<file path="src/rtl/rf_wb_sched.sv">
// Write-port scheduler and pending-long-op scoreboard for a single-write-port register file.
// Optional protocol checker enabled by defining RF_SCHED_CHECK_EN (DEBUG adds messages).
module rf_wb_sched #(
  parameter int unsigned LQ_DEPTH = 2,
  parameter int unsigned MAX_LONG = 4
) (
  input  logic        clk,
  input  logic        rst,
  input  logic        id_valid_i,
  input  logic [4:0]  id_ra_i,
  input  logic [4:0]  id_rb_i,
  input  logic [4:0]  id_rw_i,
  input  logic        id_wen_i,
  input  logic        id_long_i,
  output logic        stall_o,
  input  logic        wb_valid_i,
  input  logic [4:0]  wb_rw_i,
  input  logic [31:0] wb_data_i,
  input  logic        lu_valid_i,
  input  logic [4:0]  lu_rw_i,
  input  logic [31:0] lu_data_i,
  output logic        lu_ready_o,
  output logic        rf_regwr_o,
  output logic [4:0]  rf_rw_o,
  output logic [31:0] rf_busw_o,
  output logic [31:0] busy_mask_o,
  output logic        sched_err_o
);

  localparam int unsigned RW_W   = 5;
  localparam int unsigned DATA_W = 32;
  localparam int unsigned PTR_W  = (LQ_DEPTH > 1) ? $clog2(LQ_DEPTH) : 1;
  localparam int unsigned OCC_W  = $clog2(LQ_DEPTH + 1);
  localparam int unsigned CNT_W  = $clog2(MAX_LONG + 1);

  typedef struct packed {
    logic [RW_W-1:0]   rw;
    logic [DATA_W-1:0] data;
  } lq_entry_t;

  logic [31:0]      busy_q, busy_d;
  logic [CNT_W-1:0] count_q, count_d;
  logic [PTR_W-1:0] wr_ptr_q, wr_ptr_d;
  logic [PTR_W-1:0] rd_ptr_q, rd_ptr_d;
  logic [OCC_W-1:0] occ_q, occ_d;
  lq_entry_t        lq_mem_q [LQ_DEPTH];
  lq_entry_t        head;

  logic fifo_full, fifo_empty;
  logic raw, waw, cap;
  logic lu_acc, enq, deq, bypass, commit, issue;
  logic [RW_W-1:0] commit_rw;

  assign fifo_full  = (occ_q == OCC_W'(LQ_DEPTH));
  assign fifo_empty = (occ_q == '0);
  assign head       = lq_mem_q[rd_ptr_q];

  // Hazards against registers still owed a long-op result
  assign raw = ((id_ra_i != '0) && busy_q[id_ra_i]) || ((id_rb_i != '0) && busy_q[id_rb_i]);
  assign waw = id_wen_i && (id_rw_i != '0) && busy_q[id_rw_i];
  assign cap = id_long_i && (count_q == CNT_W'(MAX_LONG));

  assign stall_o    = rst || (id_valid_i && (raw || waw || cap || fifo_full));
  assign lu_ready_o = !fifo_full && !rst;
  assign lu_acc     = lu_valid_i && lu_ready_o;
  assign issue      = id_valid_i && id_long_i && !stall_o;

  // WB owns the port; otherwise the oldest queued result; otherwise bypass a fresh one
  assign deq    = !rst && !wb_valid_i && !fifo_empty;
  assign bypass = !rst && !wb_valid_i && fifo_empty && lu_acc;
  assign enq    = lu_acc && !bypass;
  assign commit = deq || bypass;

  always_comb begin
    rf_regwr_o = 1'b0;
    rf_rw_o    = '0;
    rf_busw_o  = '0;
    commit_rw  = '0;
    if (!rst && wb_valid_i) begin
      rf_regwr_o = 1'b1;
      rf_rw_o    = wb_rw_i;
      rf_busw_o  = wb_data_i;
    end else if (deq) begin
      rf_regwr_o = 1'b1;
      rf_rw_o    = head.rw;
      rf_busw_o  = head.data;
      commit_rw  = head.rw;
    end else if (bypass) begin
      rf_regwr_o = 1'b1;
      rf_rw_o    = lu_rw_i;
      rf_busw_o  = lu_data_i;
      commit_rw  = lu_rw_i;
    end
  end

  // Scoreboard and FIFO bookkeeping; issue and commit never touch the same bit
  always_comb begin
    busy_d = busy_q;
    if (commit) busy_d[commit_rw] = 1'b0;
    if (issue && id_wen_i && (id_rw_i != '0)) busy_d[id_rw_i] = 1'b1;
    busy_d[0] = 1'b0;
    count_d  = count_q + CNT_W'(issue) - CNT_W'(commit);
    occ_d    = occ_q + OCC_W'(enq) - OCC_W'(deq);
    wr_ptr_d = enq ? wr_ptr_q + PTR_W'(1) : wr_ptr_q;
    rd_ptr_d = deq ? rd_ptr_q + PTR_W'(1) : rd_ptr_q;
  end

  always_ff @(posedge clk) begin
    if (rst) begin
      busy_q   <= '0;
      count_q  <= '0;
      occ_q    <= '0;
      wr_ptr_q <= '0;
      rd_ptr_q <= '0;
    end else begin
      busy_q   <= busy_d;
      count_q  <= count_d;
      occ_q    <= occ_d;
      wr_ptr_q <= wr_ptr_d;
      rd_ptr_q <= rd_ptr_d;
    end
  end

  always_ff @(posedge clk) begin
    if (enq) lq_mem_q[wr_ptr_q] <= '{rw: lu_rw_i, data: lu_data_i};
  end

  assign busy_mask_o = busy_q;

`ifdef RF_SCHED_CHECK_EN
  logic err_wb, err_lu_idle, err_lu_cnt, err_any;
  logic sched_err_q, sched_err_d;

  assign err_wb      = !rst && wb_valid_i && (wb_rw_i != '0) && busy_q[wb_rw_i];
  assign err_lu_idle = lu_acc && (lu_rw_i != '0) && !busy_q[lu_rw_i];
  assign err_lu_cnt  = lu_acc && (count_q == '0);
  assign err_any     = err_wb || err_lu_idle || err_lu_cnt;

  always_comb begin
    sched_err_d = sched_err_q;
    if (err_any) sched_err_d = 1'b1;
  end

  always_ff @(posedge clk) begin
    if (rst) sched_err_q <= 1'b0;
    else     sched_err_q <= sched_err_d;
  end

`ifdef DEBUG
  always_ff @(posedge clk) begin
    if (err_wb)      $display("rf_wb_sched: WB write to pending r%0d", wb_rw_i);
    if (err_lu_idle) $display("rf_wb_sched: LU result for idle r%0d", lu_rw_i);
    if (err_lu_cnt)  $display("rf_wb_sched: LU result r%0d with no long op outstanding", lu_rw_i);
  end
`endif

  assign sched_err_o = sched_err_q;
`else
  assign sched_err_o = 1'b0;
`endif

endmodule

</file>
<file path="config.mk">
export PLATFORM = sky130hd
export DESIGN_NAME = rf_wb_sched
export DESIGN_NICKNAME = d
export VERILOG_FILES = /design/src/rtl/rf_wb_sched.sv
export SDC_FILE = /design/constraint.sdc
export NUM_CORES = 1
export LEC_CHECK = 0
export ABC_CLOCK_PERIOD_IN_PS = 10800
export CORE_ASPECT_RATIO = 2
export CORE_UTILIZATION = 34
export CTS_BUF_LIST = sky130_fd_sc_hd__clkbuf_8
export CTS_CLUSTER_SIZE = 28
export DETAILED_ROUTE_END_ITERATION = 10
export PLACE_DENSITY_LB_ADDON = 0.05
export SYNTH_ARGS = -nofsm -noshare
export SYNTH_HDL_FRONTEND = slang
export SYNTH_SLANG_ARGS = --single-unit
</file>
<file path="constraint.sdc">
create_clock -name clk -period 10.8 [get_ports clk]
set_clock_uncertainty 0.15 [all_clocks]
set_input_delay 3.24 -clock clk [delete_from_list [all_inputs] [get_ports clk]]
set_output_delay 3.24 -clock clk [all_outputs]
set_load 0.1 [all_outputs]
</file>
* Word level (Yosys, flattened, before mapping) *
Memory sizes are Yosys's and may differ from the RTL's. A register that Yosys moved wholly into a read port is not among the register bits.
Cells that the tools add are included.

storage, ports and cells
  register bits = 39
  bits in latches = 0
  bits in writable memories = 74
  bits in read-only memories = 0
  bits of input ports = 96
  output and inout bits = 73
  word-level logic and storage cells = 86
  memories = 1

operators by class
  add/sub/neg operators = 6
  multipliers = 0
  div/mod/pow operators = 0
  order comparisons = 6
  eq/ne operators = 2
  shifts and indexed selects = 0
  muxes and demuxes = 26
  bitwise logic cells = 3
  reductions and logical operators = 36

memories
  name      depth  width  read ports  clocked after memory_dff  wr ports  RTL line  RTL
  lq_mem_q  2      37     1           1                         1         46        lq_entry_t lq_mem_q [LQ_DEPTH];

operators with widths
  operator                                                            count
  two-way mux 32 bit                                                  5
  bitwise AND 32 bit                                                  1
  inverter 32 bit                                                     1
  OR 32 bit                                                           1
  less-than comparator 5 x 6 -> 1 bit (second input constant)         4
  logical AND 1 bit                                                   20
  two-way mux 5 bit                                                   4
  binary-select mux 1 bit (select 5 bit)                              3
  nonzero test 5 bit                                                  3
  two-way mux 1 bit                                                   12
  demux 1 bit (select 5 bit)                                          2
  greater-or-equal comparator 5 x 1 -> 1 bit (second input constant)  2
  zero test 1 bit                                                     6
  logical OR 1 bit                                                    6
  adder 3 x 1 -> 3 bit                                                1
  == test 3 bit (second input constant)                               1
  subtractor 3 x 1 -> 3 bit                                           1
  adder 1 bit (second input constant)                                 2
  adder 2 x 1 -> 2 bit                                                1
  == test 2 bit (second input constant)                               1
  zero test 2 bit                                                     1
  subtractor 2 x 1 -> 2 bit                                           1

* Longest topological paths before layout *
Gate-level depths: netlist (run 1).

  depth in word-level cells = 17
  depth in mapped cells = 14
  depth with buffers taken out = 12

* Least setup slack after synthesis (run 1) *
No wires, ideal clock.

  path kind = input port to output port
  from = in rst
  to = out stall_o
  arrival = 6.132 ns
  required time = 7.410 ns
  setup slack = 1.278 ns
  stages = 5
  buffers on the path = 1
  cell sequence = clkbuf_1 -> a21oi_1 -> nand4_1 -> a311oi_1 -> a21oi_1

between the ends
  longest elaborated chain between the ends = 1

ends and longest elaborated chain
  element             RTL line  RTL
  start: declaration  8         input logic rst,
  logical OR 1 bit    63        assign stall_o = rst || (id_valid_i && (raw || waw || cap || fifo_full));
  end: declaration    15        output logic stall_o,

Every way passes these cells.

* Worst setup path after layout (run 1) *
  from = in id_rw_i[0]
  to = out stall_o

between the ends
  longest elaborated chain between the ends = 8
  elaborated cells between the ends (all ways) = 10
  classes of those cells = mux: 2; reduce/logical: 8

ends and longest elaborated chain
  element                                                                              RTL line  RTL
  start: declaration                                                                   12        input logic [4:0] id_rw_i,
  binary-select mux 1 bit (select 5 bit) / nonzero test 5 bit (equally long branches)  60        assign waw = id_wen_i && (id_rw_i != '0) && busy_q[id_rw_i];
  two-way mux 1 bit (implied by the code) / logical AND 1 bit (equally long branches)  60
  logical AND 1 bit (*)                                                                60
  logical OR 1 bit (*) (3 in series)                                                   63
  logical AND 1 bit (*)                                                                63
  logical OR 1 bit (*)                                                                 63

Mark *: on every way between the ends. The rest lies on a longest branch, timed or not. The select of a mux whose other input is x is not followed.

==> Flow_metrics.wiki, run 1 <==
{| class="wikitable"
! Metric !! Value
|-
| Gates resized, CTS repair || 0
|-
| Number of buffers between clock root and the deepest sink || 2
|-
| Clock tree from TritonCTS || done
|-
| Number of placed I/O pins || 169
|-
| Maximum number of pins on one net before global-route repair || 46
|-
| Violations in the final reports || DRC
|-
| Depth of the worst hold-timing path || 2
|-
| Num Clock Sinks || 113
|-
| Minimum setup slack among reg-to-reg paths || about 7300 ps
|-
| Count of non-filler cells in the finished layout || 972
|-
| Cell count after placement || 940
|-
| Via count of the first global-routing pass || 5796
|-
| Final setup vio count || 0
|-
| Diodes inserted || 0
|-
| Initial detailed-routing violation count || 228
|-
| Worst Reg-to-Reg Cells || 11
|-
| CTS Root Cell || sky130_fd_sc_hd__clkbuf_8
|-
| Crit Path Category || in2out
|-
| Pre-Repair DR Iteration Count || 9
|-
| Max Cap Violations || 0
|-
| Worst hold-check path type || reg2reg
|-
| Nets@finish || 847
|-
| Vertical die dimension || approximately 190 µm
|-
| Number of vias in the routed layout || 5583
|-
| Setup repair after global routing missed its margin || false
|-
| Antenna violations before repair || 0
|-
| Row count || 69
|-
| Standard cell area after detailed placement || between 0.007 and 0.008 mm²
|-
| Die X-Extent || ~98 µm
|-
| Placer's final routability congestion estimate || roughly 1.0
|-
| Pins Over Slew Limit || 0
|-
| Average vias per placed instance || 5.74
|-
| Maximum level of the CTS H-tree || 4
|-
| First-pass GRT wire length || between 30000 and 40000 µm
|-
| Kind of end point of the critical path || output port
|-
| Setup Buffers After CTS || 0
|-
| Post-synthesis instance area || ~0.0063 mm²
|-
| Async set-or-reset flop fraction in the synthesized netlist || 0%
|-
| Total CTS buffers || 17
|-
| GRT Resource Usage Total || a little under a quarter
|-
| Part of the cycle the worst path needs || about nine tenths
|-
| Clock Latency Late Sink || 430 ps
|-
| Power per cell area || 154 mW/mm²
|-
| Final routed wire length divided by cell count || 22.6 µm
|-
| Total half-perimeter wirelength after legalization and detailed placement || approximately 16000 µm
|-
| Outcome || finished, violations left
|-
| Final min period || 9690 ps
|-
| Slew at the pin closest to its max-slew limit || 1240 ps
|-
| F_max || 103 MHz
|-
| Number of synthesized flops with an enable pin || 74
|-
| Number of antenna-violating nets in the routed design || 0
|-
| Number of distinct library cells after synthesis || 63
|-
| # port buffers || 166
|-
| Share of final-layout standard cells stronger than drive strength 1 || between 10% and 20%
|-
| Clock edge transition at the registers on the reported setup and hold paths || approximately 70 ps
|-
| Syn. warnings || 0
|-
| CTS Hold Buffers Added || 0
|-
| Die Outline Area || 0.0190 mm²
|-
| Sequential share of the synthesized area || 48.0%
|-
| Placeable core region || between 0.015 and 0.02 mm²
|-
| Worst ir drop on vdd || 74.6 µV
|-
| Signed area change from the synthesized netlist to the final layout || 35.0%
|-
| RR Endpoint || count_q[2]
|-
| Post-Layout Inst Area || 0.00844 mm²
|-
| Total negative setup slack || 0 ps
|-
| Initial core utilization || between 30% and 40%
|-
| Final hold violation count || 0
|-
| Overall routed net length || 22000 µm
|-
| Post-Synthesis Mean Instance Area || 10.5 µm²
|-
| Data required time of the worst path || between 7000 and 8000 ps
|-
| Startpoint of the worst hold path || rd_ptr_q
|-
| Static Leak || 0.00301 µW
|-
| Post-route DRC || 15
|-
| Prevailing post-synth register cell || sky130_fd_sc_hd__edfxtp_1
|-
| Worst relative slew slack || around 16%
|-
| Largest fanout of any net on the critical path || 19
|-
| Post-synthesis instance total || 595
|-
| Signal arrival time at the worst endpoint || ~6300 ps
|-
| Worst Hold Margin || 366 ps
|-
| Critical R2R Launch || busy_mask_o[5]
|-
| Number of synthesized register bits || 113
|-
| Total overflow reported by the global router || 0
|-
| Startpoint class of the critical path || input pin
|}
## how the worst max path moves through the flow
stage,endpoint,start,slack [ps]
after floorplan,stall_o,rst,1280
after global placement,stall_o,id_rw_i[0],1270
after detailed placement,stall_o,id_rw_i[0],1200
after CTS,stall_o,id_rw_i[0],1190
after global routing,stall_o,id_rw_i[0],1060
final,stall_o,id_rw_i[0],1110
## worst max-delay path, cell delays in order
cell and delay (ps):
sky130_fd_sc_hd__clkdlybuf4s50_1 1130, sky130_fd_sc_hd__mux2i_1 280, sky130_fd_sc_hd__nor3b_1 80, sky130_fd_sc_hd__o41ai_1 400, sky130_fd_sc_hd__nand4_1 240, sky130_fd_sc_hd__a311oi_1 400
sky130_fd_sc_hd__a21oi_1 200, sky130_fd_sc_hd__buf_4 300
## flip-flops by register name (all words and copies together), names as in the netlist, named ones only
register,cells
lq_mem_q,74
busy_mask_o,31
count_q,3
occ_q,2
rd_ptr_q,1
wr_ptr_q,1
## power by group
group,switching [µW],internal (µW)
Combinational,228,99.7
Clock,172,314
Sequential,6.78,477
## layout make-up
class / instances / area (µm²)
fill: 1707 / 9430
multi-input combinational: 425 / 3010
sequential: 113 / 3000
timing repair buffer: 173 / 1620
clock buffer: 20 / 275
tap: 213 / 267
clock inverter: 12 / 211
inverter: 16 / 60.1
## metrics by stage
stage	power (µW)	utilization (%)	setup slack, ps
6_report	1300	47.3	1110
5_1_grt	1350	47.3	1060
4_1_cts	1310	47.3	1190
3_5_place_dp	822	44.5	1200
3_3_place_gp	818	44.5	1270
2_1_floorplan	719	-	1280
## logic make-up after synthesis
logic type / count (synthesis) / share of synthesized area [%]
xor+xnor: 6 / 0.840
buf+inv: 58 / 4.26
other cells: 1 / 0.0599
flops: 113 / 48.0
fa+ha+maj: 5 / 1.12
mux: 74 / 14.3
compound gates: 141 / 17.2
simple gates: 197 / 14.2
## layout by cell type, fill, tap and decap left out, types with 7 or more instances in the layout
cell                              instances
sky130_fd_sc_hd__o21ai_1                 29
sky130_fd_sc_hd__mux4_2                   7
sky130_fd_sc_hd__nand2b_1                 9
sky130_fd_sc_hd__nor3_1                   7
sky130_fd_sc_hd__clkbuf_8                20
sky130_fd_sc_hd__nor2_1                  93
sky130_fd_sc_hd__clkdlybuf4s50_1        127
sky130_fd_sc_hd__o211ai_1                10
sky130_fd_sc_hd__buf_4                   46
sky130_fd_sc_hd__mux2_2                  34
sky130_fd_sc_hd__nand2_1                 43
sky130_fd_sc_hd__inv_1                   17
sky130_fd_sc_hd__edfxtp_1                74
sky130_fd_sc_hd__mux2i_1                 27
sky130_fd_sc_hd__o311ai_0                17
sky130_fd_sc_hd__dfxtp_1                 38
sky130_fd_sc_hd__a221oi_1                33
sky130_fd_sc_hd__nor2b_1                 14
## synth_stat cells (9+ instances only)
| cell type | number | area [µm²] |
|---|---|---|
| sky130_fd_sc_hd__o211ai_1 | 10 | 75.1 |
| sky130_fd_sc_hd__clkbuf_1 | 26 | 97.6 |
| sky130_fd_sc_hd__inv_1 | 15 | 56.3 |
| sky130_fd_sc_hd__nor2_1 | 96 | 360 |
| sky130_fd_sc_hd__nand2_1 | 43 | 161 |
| sky130_fd_sc_hd__o311ai_0 | 17 | 149 |
| sky130_fd_sc_hd__mux2_2 | 34 | 383 |
| sky130_fd_sc_hd__mux2i_1 | 27 | 270 |
| sky130_fd_sc_hd__dfxtp_1 | 39 | 781 |
| sky130_fd_sc_hd__nand2b_1 | 9 | 56.3 |
| sky130_fd_sc_hd__o21ai_1 | 29 | 145 |
| sky130_fd_sc_hd__edfxtp_1 | 74 | 2220 |
| sky130_fd_sc_hd__nor2b_1 | 14 | 87.6 |
| sky130_fd_sc_hd__a221oi_1 | 33 | 289 |
## routing by layer
| layer | wire length (µm) | global-route usage, % |
|---|---|---|
| met5 | 0 | 0 |
| met4 | 1620 | 17.8 |
| met3 | 1070 | 4.87 |
| met2 | 11700 | 41.9 |
| met1 | 7590 | 23.3 |
Power figures use the tool's default switching activity.
==> run 2, diff against run 1 <==
Settings changed: PLACE_DENSITY_LB_ADDON 0.05 to 0.15, SLEW_MARGIN from default to 20.
==> Flow_metrics.wiki, run 2 (synthesis gave the netlist of run 1 again) <==
{| class="wikitable"
! Metric !! Value
|-
| Placer's final routability congestion estimate || 0.990 (-2.6%)
|-
| Count of non-filler cells in the finished layout || 973 (+0.10%)
|-
| Number of placed I/O pins || 169 (unchanged)
|-
| CTS Hold Buffers Added || 0 (unchanged)
|-
| Total half-perimeter wirelength after legalization and detailed placement || 16500 µm (+2.8%)
|-
| Placeable core region || 0.0179 mm² (unchanged)
|-
| Nets@finish || 848 (+0.12%)
|-
| Total negative setup slack || 0 ps (unchanged)
|-
| Final hold violation count || 0 (unchanged)
|-
| Power per cell area || 149 mW/mm² (-3.3%)
|-
| F_max || 104 MHz (+0.78%)
|-
| Post-Layout Inst Area || 0.00843 mm² (-0.19%)
|-
| Worst hold-check path type || reg2reg
|-
| Violations in the final reports || DRC
|-
| Initial detailed-routing violation count || 238 (+4.4%)
|-
| Standard cell area after detailed placement || 0.00798 mm² (+0.22%)
|-
| Number of fillers in the final layout || 1688 (-1.1%)
|-
| Via count of the first global-routing pass || 5813 (+0.29%)
|-
| Startpoint class of the critical path || input pin
|-
| Crit Path Category || in2out
|-
| Maximum level of the CTS H-tree || 4 (unchanged)
|-
| Sum of met2 wire segment lengths after detailed routing || 12000 µm (+3.2%)
|-
| Antenna violations before repair || 0 (unchanged)
|-
| Part of the cycle the worst path needs || 89.0% (-0.69 points)
|-
| Num Clock Sinks || 113 (unchanged)
|-
| Final min period || 9610 ps (-75.0 ps)
|-
| Cell count after placement || 940 (unchanged)
|-
| Number of vias in the routed layout || 5572 (-0.20%)
|-
| Post-route met1 wirelength || 7500 µm (-1.2%)
|-
| Static Leak || 0.00299 µW (-0.69%)
|-
| Slew at the pin closest to its max-slew limit || 1160 ps (-80.2 ps)
|-
| Die Outline Area || 0.0190 mm² (unchanged)
|-
| Pins Over Slew Limit || 0 (unchanged)
|-
| # port buffers || 166 (unchanged)
|-
| Worst Reg-to-Reg Cells || 12 (+1)
|-
| Vertical die dimension || 194 µm (unchanged)
|-
| Top routing layer used || met4
|-
| Diodes inserted || 0 (unchanged)
|-
| CTS Root Cell || sky130_fd_sc_hd__clkbuf_8
|-
| Critical R2R Launch || busy_mask_o[15]
|-
| Instance count on the critical path || 8 (unchanged)
|-
| Worst ir drop on vdd || 63.6 µV (-15%)
|-
| Max Cap Violations || 0 (unchanged)
|-
| Setup Buffers After CTS || 0 (unchanged)
|-
| Setup crit end || stall_o
|-
| Clock Latency Late Sink || 440 ps (about the same)
|-
| Largest fanout of any net on the critical path || 19 (unchanged)
|-
| Data required time of the worst path || 7410 ps (about the same)
|-
| Gates resized, CTS repair || 0 (unchanged)
|-
| GRT Resource Usage Total || 23.7% (+0.27 points)
|-
| Start point of the critical path || id_rw_i[0]
|-
| Met3 wire length || 1270 µm (+19%)
|-
| Cell breakdown of the critical path || clkdlybuf4s50_1, mux2i_1, nor3b_1, o41ai_1, nand4_1, a311oi_1, a21oi_1, buf_4
|-
| Kind of end point of the critical path || output port
|-
| Clock edge transition at the registers on the reported setup and hold paths || 60 ps (about the same)
|-
| Largest register by flop count || lq_mem_q
|-
| Post-route DRC || 17 (+2)
|-
| Max FFs per register || 74 (unchanged)
|-
| Total CTS buffers || 17 (unchanged)
|-
| Share of final-layout standard cells stronger than drive strength 1 || 16.7% (-0.42 points)
|-
| Number of buffers between clock root and the deepest sink || 2 (unchanged)
|-
| Overall routed net length || 22100 µm (+0.91%)
|-
| Outcome || finished, violations left
|-
| Minimum setup slack among reg-to-reg paths || 7370 ps (+30 ps)
|-
| Setup repair after global routing missed its margin || false
|-
| Signal arrival time at the worst endpoint || 6220 ps (-80 ps)
|-
| Clock tree from TritonCTS || done
|-
| Total overflow reported by the global router || 0 (unchanged)
|-
| Worst relative slew slack || 21.4% (+5.4 points)
|-
| Average vias per placed instance || 5.73 (-0.30%)
|-
| Maximum number of pins on one net before global-route repair || 46 (unchanged)
|-
| RR Endpoint || count_q[2]
|-
| Critical Path Max Stage Delay || 1160 ps (+30 ps)
|-
| Final setup vio count || 0 (unchanged)
|-
| First-pass GRT wire length || 33600 µm (+0.45%)
|-
| Commonest non-fill, non-tap cells in the layout || 127 x sky130_fd_sc_hd__clkdlybuf4s50_1, 93 x sky130_fd_sc_hd__nor2_1, 74 x sky130_fd_sc_hd__edfxtp_1
|-
| Pre-Repair DR Iteration Count || 8 (-1)
|-
| Die X-Extent || 97.9 µm (unchanged)
|-
| Final routed wire length divided by cell count || 22.8 µm (+0.80%)
|-
| Top Family by Delay on Critical Path || buffers and inverters
|-
| Number of antenna-violating nets in the routed design || 0 (unchanged)
|-
| Buf/Inv on CP || 2 (unchanged)
|-
| Row count || 69 (unchanged)
|-
| Max stage delay cell, worst path || sky130_fd_sc_hd__clkdlybuf4s50_1
|-
| Initial core utilization || 35.0% (unchanged)
|-
| Signed area change from the synthesized netlist to the final layout || 34.7%
|-
| Most common cell after layout, fill and taps aside || sky130_fd_sc_hd__clkdlybuf4s50_1
|}
[run 2: cell types whose count changed in the layout (fill, tap and decap cells not counted), sizes merged]
cell,before,now
bufinv,6,5
buf,46,47
clkbuf,20,17
clkinvlp,0,1
clkinv,5,8
[run 2: how the worst min path moves through the flow]
| stage | startpoint | to | cells after the start |
|---|---|---|---|
| final | rd_ptr_q | flop | 2 |
| after global routing | rd_ptr_q | flop | 2 |
| after CTS | rd_ptr_q | flop | 2 |
| after detailed placement | rd_ptr_q | flop | 2 |
| after global placement | rd_ptr_q | rd_ptr_q | 2 |
| after floorplan | rd_ptr_q | flop | 2 |
[run 2: where the power goes]
part | internal, µW | switching [µW]
clock | 269 | 171
sequential | 477 | 6.99
combinational | 101 | 227
total | 847 | 406
[run 2: per-stage QoR]
stage	hold slack [ps]	power (µW)	utilization [%]	setup WS, ps
after global placement	344	818	44.5	1160
after CTS	371	1260	47.0	1190
after detailed placement	350	822	44.6	1190
after global routing	396	1300	47.2	1060
final	366	1250	47.2	1190
after floorplan	331	719	-	1280
[run 2: final cells by class]
cell class / count / area, µm² / share of cell area (%)
timing repair buffer: 174 / 1650 / 19.6
clock inverter: 15 / 199 / 2.36
clock buffer: 17 / 234 / 2.78
multi-input combinational: 425 / 3020 / 35.8
inverter: 16 / 60.1 / 0.713
tap: 213 / 267 / 3.16
sequential: 113 / 3000 / 35.6
[run 2: layer usage]
metal  GRT usage [%]  vias up
li1                -     2582
met1            22.3     2679
met2            44.7      247
met3            4.94       64
met4            15.9        0
met5               0        -
[run 2: worst min-delay path, delay by kind of cell (launching register included)]
family	cells	cell delay (ps)
AND/OR/NAND/NOR	1	70
XOR/XNOR	1	90
flip-flops	1	320
